<file path="src/rtl/updown_pkg.sv">
// updown_pkg: shared direction/boundary-mode encodings for the up/down counter.
package updown_pkg;
   localparam logic DIR_UP    = 1'b1;
   localparam logic DIR_DOWN  = 1'b0;
   localparam logic MODE_WRAP = 1'b0;
   localparam logic MODE_SAT  = 1'b1;
endpackage

</file>
<file path="src/rtl/updown_prescaler.sv">
// updown_prescaler: enable-gated phase counter; tick fires on the last phase of each PRESCALE window.
module updown_prescaler #(
   parameter int PRESCALE = 1
) (
   input  logic clk,
   input  logic rst,
   input  logic en,
   input  logic clr,
   output logic tick
);
   localparam int PW = PRESCALE > 1 ? $clog2(PRESCALE) : 1;
   localparam logic [PW-1:0] LAST = PW'(PRESCALE - 1);
   logic [PW-1:0] phase_q, phase_d;
   assign tick = en && (phase_q == LAST);
   always_comb begin
      phase_d = clr ? '0 : !en ? phase_q : (phase_q == LAST) ? '0 : phase_q + 1'b1;
   end
   always_ff @(posedge clk or posedge rst) begin
      if (rst) phase_q <= '0;
      else     phase_q <= phase_d;
   end
endmodule

</file>
<file path="src/rtl/updown_counter_n.sv">
// updown_counter_n: prescaled up/down counter over [0, max_val] with wrap/saturate,
// terminal-count pulse and sticky overflow/underflow flags.
module updown_counter_n
   import updown_pkg::*;
#(
   parameter int WIDTH    = 8,
   parameter int PRESCALE = 1
) (
   input  logic             clk,
   input  logic             rst,
   input  logic             en,
   input  logic             updown,
   input  logic             load,
   input  logic [WIDTH-1:0] load_val,
   input  logic [WIDTH-1:0] max_val,
   input  logic             sat,
   input  logic             clr_flags,
   output logic [WIDTH-1:0] count,
   output logic             tc,
   output logic             ovf,
   output logic             unf
);
   logic             tick, above, at_max, at_zero, ovf_set, unf_set;
   logic [WIDTH-1:0] count_q, count_d;
   logic             tc_q, tc_d, ovf_q, ovf_d, unf_q, unf_d;
   updown_prescaler #(.PRESCALE(PRESCALE)) u_pre (
      .clk  (clk),
      .rst  (rst),
      .en   (en),
      .clr  (load),
      .tick (tick)
   );
   // Boundaries are compared before stepping so the +1/-1 can never overflow.
   always_comb begin
      above   = count_q > max_val;
      at_max  = count_q == max_val;
      at_zero = count_q == '0;
      ovf_set = !load && tick && !above && updown == DIR_UP && at_max;
      unf_set = !load && tick && !above && updown == DIR_DOWN && at_zero;
      tc_d    = ovf_set || unf_set;
      ovf_d   = ovf_set || (ovf_q && !clr_flags);
      unf_d   = unf_set || (unf_q && !clr_flags);
      count_d = load     ? (load_val > max_val ? max_val : load_val)
              : !tick    ? count_q
              : above    ? max_val
              : ovf_set  ? (sat == MODE_SAT ? count_q : '0)
              : unf_set  ? (sat == MODE_SAT ? count_q : max_val)
              : updown == DIR_UP ? count_q + 1'b1 : count_q - 1'b1;
   end
   always_ff @(posedge clk or posedge rst) begin
      if (rst) begin
         count_q <= '0;
         tc_q    <= 1'b0;
         ovf_q   <= 1'b0;
         unf_q   <= 1'b0;
      end else begin
         count_q <= count_d;
         tc_q    <= tc_d;
         ovf_q   <= ovf_d;
         unf_q   <= unf_d;
      end
   end
   assign count = count_q;
   assign tc    = tc_q;
   assign ovf   = ovf_q;
   assign unf   = unf_q;
endmodule

</file>
<file path="config.mk">
export PLATFORM = sky130hd
export DESIGN_NAME = updown_counter_n
export DESIGN_NICKNAME = d
export VERILOG_FILES = /design/src/rtl/updown_pkg.sv /design/src/rtl/updown_prescaler.sv /design/src/rtl/updown_counter_n.sv
export SDC_FILE = /design/constraint.sdc
export NUM_CORES = 1
export LEC_CHECK = 0
export CORE_MARGIN = 5
export CORE_UTILIZATION = 35
export CTS_CLUSTER_SIZE = 28
export DETAILED_ROUTE_END_ITERATION = 10
export REMOVE_ABC_BUFFERS = 1
export SLEW_MARGIN = 20
export SYNTH_ARGS = -nofsm -noshare
export SYNTH_HDL_FRONTEND = slang
export SYNTH_SLANG_ARGS = --single-unit
export TNS_END_PERCENT = 30
</file>
<file path="constraint.sdc">
create_clock -name clk -period 5.4 [get_ports clk]
set_clock_uncertainty 0.15 [all_clocks]
set_input_delay 1.35 -clock clk [delete_from_list [all_inputs] [get_ports clk]]
set_output_delay 1.35 -clock clk [all_outputs]
set_load 0.05 [all_outputs]
</file>
==> metrics.cfg <==
[global_routing]
grt_pass1_wl_mm=6.56
grtUsageTotal=0.154
overflow=0
antenna_found_initial=0
grt_max_degree=17
grt_pass1_vias=1385

[worst_setup_path]
arrival_ps=4020
start_kind=primary input
path_max_fanout=12
worstSetupEndpointType=flip-flop
cp.required_ps=5350
crit_type=primary input to flip-flop

[die]
dieHeight_um=73.3
placementRows=23
start_util=0.356
coreArea_mm2=0.00394
die_area_mm2=0.00537
design.portCount=34
dieWidth_um=73.3

[drt]
firstDrtPassIters=5
vias=1311
avgViaCountPerCell=5.37
finalWirelength_mm=3.74
drt_iter0_markers=28
wl_per_cell_um=15.3
drc=0
final_antenna_net_count=0

[cells_and_area]
area_growth_pct=29.3
design_area_mm2=0.00181
antenna_cells=0
mostFrequentLayoutCell=clkdlybuf4s50_1
drive_gt1_frac=0.119
layout.nets=241
final_cell_mix=clkdlybuf4s50_1, ha_1, inv_1
fill_cells=386
finish.utilization=0.460

[clocking]
post_cts_buffers=0
clock_latency_ps=230
cts-resized-gates=0
cts.sinks=11
root_buffer=clkbuf_8
cts_buffers=3
cts.clk_slew.worst_paths_ps=50
cts_tree=yes
cts_max_level=1
ctsHoldBuffers=0
clock_path_buffers=2

[logic_synthesis]
synth-edff-count=0
ys_async_sr_fraction=1.00
yosysWarningCount=0
synth_flop_cell=dfrtp_1
yosysSeqAreaShare=0.196
syn_avg_cell_area_um2=8.71
syn_inst=161
ys_seq_elements=11
synth_cell_type_count=46
syn_area_mm2=0.00140

[power]
powerDensity_mw_per_mm2=361
power_uw=654
vdd_ir_drop_max_mv=0.103
cellLeakagePower_nw=0.783

[place]
post-dp-hpwl_mm=3.06
port_buffers=33
gp_congestion=0.918
dp_slack_ps=1100
place_area_mm2=0.00177

[timing]
fmax_ghz=0.246
setup_slack_ps=1330
min_period_ps=4070
drv_slew=0
rsz0062_at_grt=false
worstMarginPinSlew_ps=950
fin_setup_tns_ps=0
finalHoldViolCount=0
period_share=0.753
finalSetupViolations=0
slew_headroom=0.364

[hold_path]
hp-class=flip-flop to flip-flop

[status]
status=completed

[run]
cap_violations=0

[per-stage QoR]
| step | hold WS, ps | std cells |
|---|---|---|
| CTS | 389 | 244 |
| global placement | 368 | 240 |
| detailed placement | 380 | 240 |
| global route | 402 | 244 |
| floorplan | 598 | 156 |
| finish | 388 | 244 |
[path summary, 6_finish.rpt]
path | startpoint | to | slack, ps | depth (start not counted)
worst max register to register | count[7]$_DFFE_PP0P_ | count[1]$_DFFE_PP0P_ | 2540 | 8
worst min register to register | unf$_DFF_PP0_ | unf$_DFF_PP0_ | 390 | 2
min in group asynchronous | rst | count[6]$_DFFE_PP0P_ | 1270 | 2
max in group asynchronous | rst | count[2]$_DFFE_PP0P_ | 3540 | 2
worst max-delay path | max_val[7] | count[1]$_DFFE_PP0P_ | 1330 | 10
worst min-delay path | unf$_DFF_PP0_ | unf$_DFF_PP0_ | 390 | 2
[layout make-up]
type | instances | area, um^2 | area share
well taps | 50 | 62.6 | 0.0345
repair buffers | 34 | 338 | 0.186
multi-input cells | 128 | 1030 | 0.567
inverters | 17 | 63.8 | 0.0352
clock buffers | 4 | 45.0 | 0.0248
flip-flops and latches | 11 | 275 | 0.152
[report_power, final]
part | switching, mW | leakage (nW) | internal (mW)
Sequential | 0.0399 | 0.135 | 0.102
Clock | 0.0297 | 0.0228 | 0.0517
Combinational | 0.247 | 0.625 | 0.183
[synthesized netlist by cell type, types with 3 or more instances]
library cell	count	area [um^2]
a21o_1	4	30.0
inv_1	17	63.8
dfrtp_1	11	275
mux2_2	5	56.3
o21ai_0	8	40.0
mux2i_1	3	30.0
nand3_1	4	20.0
nor2b_1	3	18.8
xnor2_1	5	43.8
nand2_1	6	22.5
o211ai_1	4	30.0
nor2_1	10	37.5
a31oi_1	7	43.8
ha_1	22	275
a21oi_1	13	65.1
nand4_1	3	18.8
[per-layer routing]
metal | global-route usage | part of all wire | vias to the layer above
met2 | 0.264 | 0.49 | 31
met4 | 0.0543 | 0.014 | 0
met3 | 0.00547 | 0.043 | 4
li1 | - | - | 667
met1 | 0.206 | 0.45 | 609
met5 | 0 | 0 | -
[worst max-delay path, stage by stage]
cell and delay, ps:
clkdlybuf4s50_1 500, inv_1 70, ha_1 330, nand4_2 170
nor2_4 200, a21oi_2 80, nor3_2 630, mux2_2 410
a22oi_1 180, a21oi_1 100
[sequential cells by signal, summed over array words and instances, names as in the netlist]
register  cells
count         8
ovf           1
unf           1
tc            1
[logic make-up (layout without fill, tap and decap cells)]
group	count (synthesis)	in the layout	synth area share
AO/OA/AOI/OAI	53	53	0.263
multiplexers	8	8	0.0616
XOR/XNOR	7	7	0.0437
adder cells (fa/ha/maj)	23	23	0.211
AND/OR/NAND/NOR	37	37	0.154
buffers and inverters	22	55	0.0705
flip-flops	11	11	0.196
(Power assumes the default switching activity.)
